[config.mk]
export PLATFORM = sky130hd
export DESIGN_NAME = coherent_averager
export DESIGN_NICKNAME = d
export VERILOG_FILES = /design/src/rtl/coherent_averager.sv
export SDC_FILE = /design/constraint.sdc
export NUM_CORES = 1
export LEC_CHECK = 0
export ABC_CLOCK_PERIOD_IN_PS = 14150
export CAP_MARGIN = 20
export CORE_UTILIZATION = 44
export DETAILED_ROUTE_END_ITERATION = 6
export SLEW_MARGIN = 20
export SYNTH_ARGS = -nofsm -noshare
export SYNTH_HDL_FRONTEND = slang
export SYNTH_SLANG_ARGS = --single-unit
[constraint.sdc]
create_clock -name clk -period 14.15 [get_ports clk]
set_input_delay 2.1225 -clock clk [delete_from_list [all_inputs] [get_ports clk]]
set_output_delay 2.1225 -clock clk [all_outputs]
set_load 0.05 [all_outputs]
[src/rtl/coherent_averager.sv]
// rtl/coherent_averager.sv - sums 2^K_LOG2 periods of M samples point-by-point and streams the averaged period
module coherent_averager #(
    parameter int M      = 16,
    parameter int K_LOG2 = 4,
    parameter int ACC_W  = 32 + K_LOG2
) (
    input  logic        clk,
    input  logic        reset_n,
    input  logic        enable,
    input  logic        data_valid,
    input  logic [31:0] data,
    output logic        avg_valid,
    output logic [31:0] avg_data,
    output logic        avg_sop,
    output logic        avg_eop,
    output logic        busy,
    output logic        overrun
);

    localparam int IDX_W = $clog2(M);
    localparam int PER_W = (K_LOG2 > 0) ? K_LOG2 : 1;
    localparam logic [IDX_W-1:0] IDX_LAST = IDX_W'(M - 1);
    localparam logic [PER_W-1:0] PER_LAST = PER_W'((1 << K_LOG2) - 1);

    typedef enum logic [1:0] {
        S_IDLE  = 2'd0,
        S_ACCUM = 2'd1,
        S_DUMP  = 2'd2
    } state_t;

    state_t r_state;
    state_t w_next;

    logic [IDX_W-1:0]        r_idx;
    logic [PER_W-1:0]        r_per;
    logic [ACC_W-1:0]        r_acc [M];

    logic                    w_acc_we;
    logic                    w_rd_en;
    logic                    w_drop;
    logic                    w_last_smp;
    logic signed [ACC_W-1:0] w_acc_rd;
    logic signed [ACC_W-1:0] w_data_ext;
    logic        [ACC_W-1:0] w_acc_sum;
    logic        [31:0]      w_avg;

    assign w_last_smp = (r_idx == IDX_LAST) && (r_per == PER_LAST);

    always_ff @(posedge clk or negedge reset_n) begin
        if (!reset_n) begin
            r_state <= S_IDLE;
        end else begin
            r_state <= w_next;
        end
    end

    always_comb begin
        w_next = r_state;
        case (r_state)
            S_IDLE: begin
                if (enable) begin
                    w_next = S_ACCUM;
                end
            end
            S_ACCUM: begin
                if (!enable) begin
                    w_next = S_IDLE;
                end else if (data_valid && w_last_smp) begin
                    w_next = S_DUMP;
                end
            end
            S_DUMP: begin
                if (!enable) begin
                    w_next = S_IDLE;
                end else if (r_idx == IDX_LAST) begin
                    w_next = S_ACCUM;
                end
            end
            default: w_next = S_IDLE;
        endcase
    end

    always_comb begin
        w_acc_we = 1'b0;
        w_rd_en  = 1'b0;
        w_drop   = 1'b0;
        case (r_state)
            S_ACCUM: w_acc_we = enable && data_valid;
            S_DUMP: begin
                w_rd_en = enable;
                w_drop  = data_valid;
            end
            default: begin
                w_acc_we = 1'b0;
                w_rd_en  = 1'b0;
                w_drop   = 1'b0;
            end
        endcase
    end

    // idx doubles as the accumulate address and the dump read address
    always_ff @(posedge clk or negedge reset_n) begin
        if (!reset_n) begin
            r_idx <= '0;
            r_per <= '0;
        end else if (r_state == S_IDLE || !enable) begin
            r_idx <= '0;
            r_per <= '0;
        end else if (w_acc_we) begin
            if (r_idx == IDX_LAST) begin
                r_idx <= '0;
                r_per <= (r_per == PER_LAST) ? '0 : r_per + PER_W'(1);
            end else begin
                r_idx <= r_idx + IDX_W'(1);
            end
        end else if (w_rd_en) begin
            r_idx <= (r_idx == IDX_LAST) ? '0 : r_idx + IDX_W'(1);
        end
    end

    assign w_acc_rd   = r_acc[r_idx];
    assign w_data_ext = ACC_W'($signed(data));
    // first period overwrites, so the RAM never needs an explicit clear
    assign w_acc_sum  = ((r_per == '0) ? '0 : w_acc_rd) + w_data_ext;
    assign w_avg      = 32'(w_acc_rd >>> K_LOG2);

    always_ff @(posedge clk) begin
        if (w_acc_we) begin
            r_acc[r_idx] <= w_acc_sum;
        end
    end

    always_ff @(posedge clk or negedge reset_n) begin
        if (!reset_n) begin
            avg_valid <= 1'b0;
            avg_data  <= '0;
            avg_sop   <= 1'b0;
            avg_eop   <= 1'b0;
        end else if (w_rd_en) begin
            avg_valid <= 1'b1;
            avg_data  <= w_avg;
            avg_sop   <= (r_idx == '0);
            avg_eop   <= (r_idx == IDX_LAST);
        end else begin
            avg_valid <= 1'b0;
            avg_data  <= '0;
            avg_sop   <= 1'b0;
            avg_eop   <= 1'b0;
        end
    end

    always_ff @(posedge clk or negedge reset_n) begin
        if (!reset_n) begin
            busy    <= 1'b0;
            overrun <= 1'b0;
        end else begin
            busy <= (r_state != S_IDLE);
            if (!enable) begin
                overrun <= 1'b0;
            end else if (w_drop) begin
                overrun <= 1'b1;
            end
        end
    end

endmodule

==> impl_metrics.py <==
metrics = {
    "flow_run": {
        "maxCapViolCount": 0,
    },
    "sta": {
        "final-hold-violation-count": 0,
        "slew_headroom_pct": 25.3,
        "final_min_period_over_clock_period_pct": 45.9,
        "totalNegativeSetupSlack_ns": 0,
        "grt_setup_unrepaired": "no",
        "clock_skew_ns": 0.0209,
        "worst_hold_slack_ns": 0.527,
        "timing_max_transition_violations_final": 0,
        "post-route-min-period_ns": 6.49,
        "timing_worst_slew_pin_value_ns": 1.12,
        "setup_violations_final": 0,
        "max_clock_freq_mhz": 154,
    },
    "logic_synthesis": {
        "postSynth.asyncResetShare_pct": 7.54,
        "synth_warnings": 0,
        "post_synth_inst_count": 1310,
        "number_of_enable_type_register_cells_in_the_synthesized_netlist": 576,
        "ys_seq_area_share_pct": 71.7,
        "postSynthRegisterBits": 623,
        "dominantRegCellSynth": "sky130_fd_sc_hd__edfxtp_1",
        "synth_area_sq_um": 25800,
        "postSynthAreaPerCell_sq_um": 19.7,
        "postSynthNetCount": 1388,
        "count_of_cell_types_in_the_netlist": 59,
    },
    "global_routing": {
        "grt_start_max_net_pins": 63,
        "grt.overflow.total": 0,
        "globalRouteMet1Util_pct": 29.4,
        "grt.met3_usage_pct": 3.02,
        "gr-usage-all-layers_pct": 20.8,
        "wire_length_of_the_first_global_routing_pass_um": 89500,
        "met2_usage_pct": 33.8,
        "antenna_violations_before_repair": 0,
        "number_of_global_route_vias_before_repair": 13500,
        "grt_most_used_layer": "met2",
    },
    "power": {
        "internal_cell_power_uw": 3190,
        "fin_total_pwr_uw": 3990,
        "share_seq_of_total_power_pct": 50.8,
        "switching_power_uw": 799,
        "switching_share_pct": 20.0,
        "pwr-share-clk_pct": 44.8,
        "power_density_nw_per_um2": 134,
        "vdd_drop_max_mv": 0.0740,
        "cellLeakagePower_uw": 0.00970,
        "share_comb_of_total_power_pct": 4.5,
    },
    "worst_setup_path": {
        "start_kind": "flop",
        "worst_setup_path_end_kind": "flop",
        "slowest_stage": "sky130_fd_sc_hd__dfrtp_4",
        "critical_path.cell_chain": "buf_4 > mux4_2 > mux4_2 > nor2b_1 > fa_1 > a21o_1 > a221oi_2 > o211a_1 > o211ai_2 > a21oi_2 > o21bai_1 > xor2_1",
        "worst_path_largest_cell_delay_ns": 1.04,
        "crit-reg2reg-capture": "r_acc[2][26]",
        "worst-setup-path-type": "reg2reg",
        "crit_required_ns": 14.40,
        "crit_top_cell": "sky130_fd_sc_hd__mux4_2",
        "reg_to_reg_setup_timing_slack_ns": 7.66,
        "worst_r2r_startpoint": "r_idx[0]",
        "cp_data_arrival_time_ns": 6.74,
        "crit_path_max_fanout": 46,
        "timing.reg2reg.worst_path_depth": 12,
    },
    "placement": {
        "detailed_place.area_sq_um": 27400,
        "dpl.hpwl_um": 33900,
        "place_congestion": 0.880,
        "port_buffers": 72,
        "dp_cells": 2110,
    },
    "cts": {
        "tritoncts.num_buffers": 67,
        "cts_hold_buffers": 0,
        "clk_latency_ns": 0.59,
        "cts_setup_buffers": 0,
        "clkTransAtPathRegs_ns": 0.06,
        "cts_tree": "yes",
        "cts.htree.levels": 3,
        "cts_buffer_depth": 3,
        "cts.root.buffer_cell": "sky130_fd_sc_hd__clkbuf_16",
        "clock_sink_count": 623,
        "total_of_cells_resized_after_clock_tree_synthesis": 0,
    },
    "detailed_routing": {
        "detail_route.vias_per_cell": 5.81,
        "post-route-drc-count": 0,
        "dr.first_iter.drc_count": 1413,
        "ant_nets": 0,
        "wire_length_after_detailed_routing_um": 60900,
        "vias": 13000,
        "detail_route.first_pass.iterations": 5,
        "post_drt_wl_per_cell_um": 27.2,
    },
    "finish": {
        "finalNetCount": 1493,
        "layout.cell_area.non_filler_sq_um": 29900,
        "final_cell_mix": "576 x sky130_fd_sc_hd__edfxtp_1, 179 x sky130_fd_sc_hd__mux4_2, 73 x sky130_fd_sc_hd__clkbuf_16",
        "area_growth_syn_to_layout_pct": 16.0,
        "count_of_non_filler_cells_in_the_finished_layout": 2235,
        "mostFrequentLayoutCell": "sky130_fd_sc_hd__edfxtp_1",
        "fraction_of_final_layout_cells_with_drive_strength_greater_than_1_pct": 24.7,
    },
    "hold_path": {
        "min_from": "overrun",
        "min-delay-path-class": "reg2reg",
        "timing.hold.worst_endpoint": "overrun",
        "min_delay_path_depth": 1,
    },
    "floorplanning": {
        "die-area_sq_um": 59500,
        "core_area_sq_um": 57800,
        "top_level_ports": 73,
        "dieWidth_um": 244,
        "placement_rows": 88,
        "floorplan.die.height_um": 244,
        "initial_core_utilization_pct": 44.6,
    },
    "outcome": {
        "run_status": "finished, final reports clean",
    },
}
[cells in the mapped netlist, types with 10 or more instances]
cell,number,area [sq um]
sky130_fd_sc_hd__nor3_1,11,55.1
sky130_fd_sc_hd__ha_1,41,513
sky130_fd_sc_hd__inv_1,19,71.3
sky130_fd_sc_hd__nand2_1,42,158
sky130_fd_sc_hd__nor2_1,35,131
sky130_fd_sc_hd__o21ai_1,14,70.1
sky130_fd_sc_hd__a21o_1,11,82.6
sky130_fd_sc_hd__xnor2_1,21,184
sky130_fd_sc_hd__clkbuf_1,40,150
sky130_fd_sc_hd__xor2_1,14,123
sky130_fd_sc_hd__and2_1,32,200
sky130_fd_sc_hd__nor2b_1,42,263
sky130_fd_sc_hd__mux4_2,179,4030
sky130_fd_sc_hd__dfrtp_1,47,1180
sky130_fd_sc_hd__o21ai_0,11,55.1
sky130_fd_sc_hd__a21oi_1,51,255
sky130_fd_sc_hd__edfxtp_1,576,17300
sky130_fd_sc_hd__buf_6,14,158
sky130_fd_sc_hd__nand3_1,10,50.1
[sequential cells by signal, summed over array words and instances (netlist names)]
name / cells
overrun: 1
r_state: 2
avg_eop: 1
avg_sop: 1
r_idx: 4
avg_valid: 1
r_per: 4
busy: 1
r_acc: 576
avg_data: 32
[routing by layer]
layer	up-vias	wire, um
li1	5544	-
met1	6931	26400
met2	435	30100
met3	75	3300
met4	0	1040
met5	-	0
[final cells by class]
cell class,instances,area [sq um]
multi-input combinational,603,7160
clock inverter,18,221
clock buffer,105,2060
sequential,623,18500
fill,4570,27900
antenna,1,2.50
tap,765,957
inverter,19,71.3
timing repair buffer,101,933
[worst max-delay path by stage]
stage / start / to / slack, ns / depth (start not counted)
final: r_idx[0] / r_acc[2][26] / 7.66 / 12
after global routing: r_idx[0] / r_acc[2][26] / 7.16 / 12
after CTS: r_idx[0] / r_acc[5][27] / 7.56 / 12
after detailed placement: r_idx[0] / r_acc[2][32] / 7.58 / 12
after global placement: r_idx[0] / r_acc[10][28] / 7.58 / 12
after floorplan: data_valid / r_acc[3][0] / 8.67 / 4
[power groups by stage]
stage / sequential, uW / clock, uW / combinational, uW
floorplan: 2060 / 0 / 132
global placement: 2070 / 0 / 174
detailed placement: 2070 / 0 / 177
CTS: 2030 / 1820 / 177
global route: 2030 / 1890 / 192
finish: 2030 / 1790 / 178
[critical path, delay by kind of cell (launching register included)]
kind | cells | cell delay [ns]
flip-flops | 1 | 1.04
buffers and inverters | 1 | 0.84
AO/OA/AOI/OAI | 6 | 1.76
multiplexers | 2 | 1.07
XOR/XNOR | 1 | 0.74
AND/OR/NAND/NOR | 1 | 0.17
adder cells (fa/ha/maj) | 1 | 0.48
[stage by stage]
| step | setup WS (ns) | utilization, % |
|---|---|---|
| 2_1_floorplan | 8.67 | - |
| 4_1_cts | 7.56 | 51.4 |
| 5_1_grt | 7.16 | 51.7 |
| 6_report | 7.66 | 51.7 |
| 3_5_place_dp | 7.58 | 47.4 |
| 3_3_place_gp | 7.58 | 47.4 |
[cell families (layout without fill, tap and decap cells)]
| kind of cell | after synthesis | count (layout) | synth area share, % |
|---|---|---|---|
| flops | 623 | 623 | 71.7 |
| simple gates | 214 | 214 | 4.43 |
| mux | 182 | 182 | 15.8 |
| compound gates | 130 | 130 | 3.17 |
| buf+inv | 84 | 243 | 1.68 |
| fa+ha+maj | 42 | 42 | 2.07 |
| xor+xnor | 35 | 35 | 1.19 |
| other cells | 0 | 1 | 0 |
No activity file was read; power rests on OpenSTA's default activity.
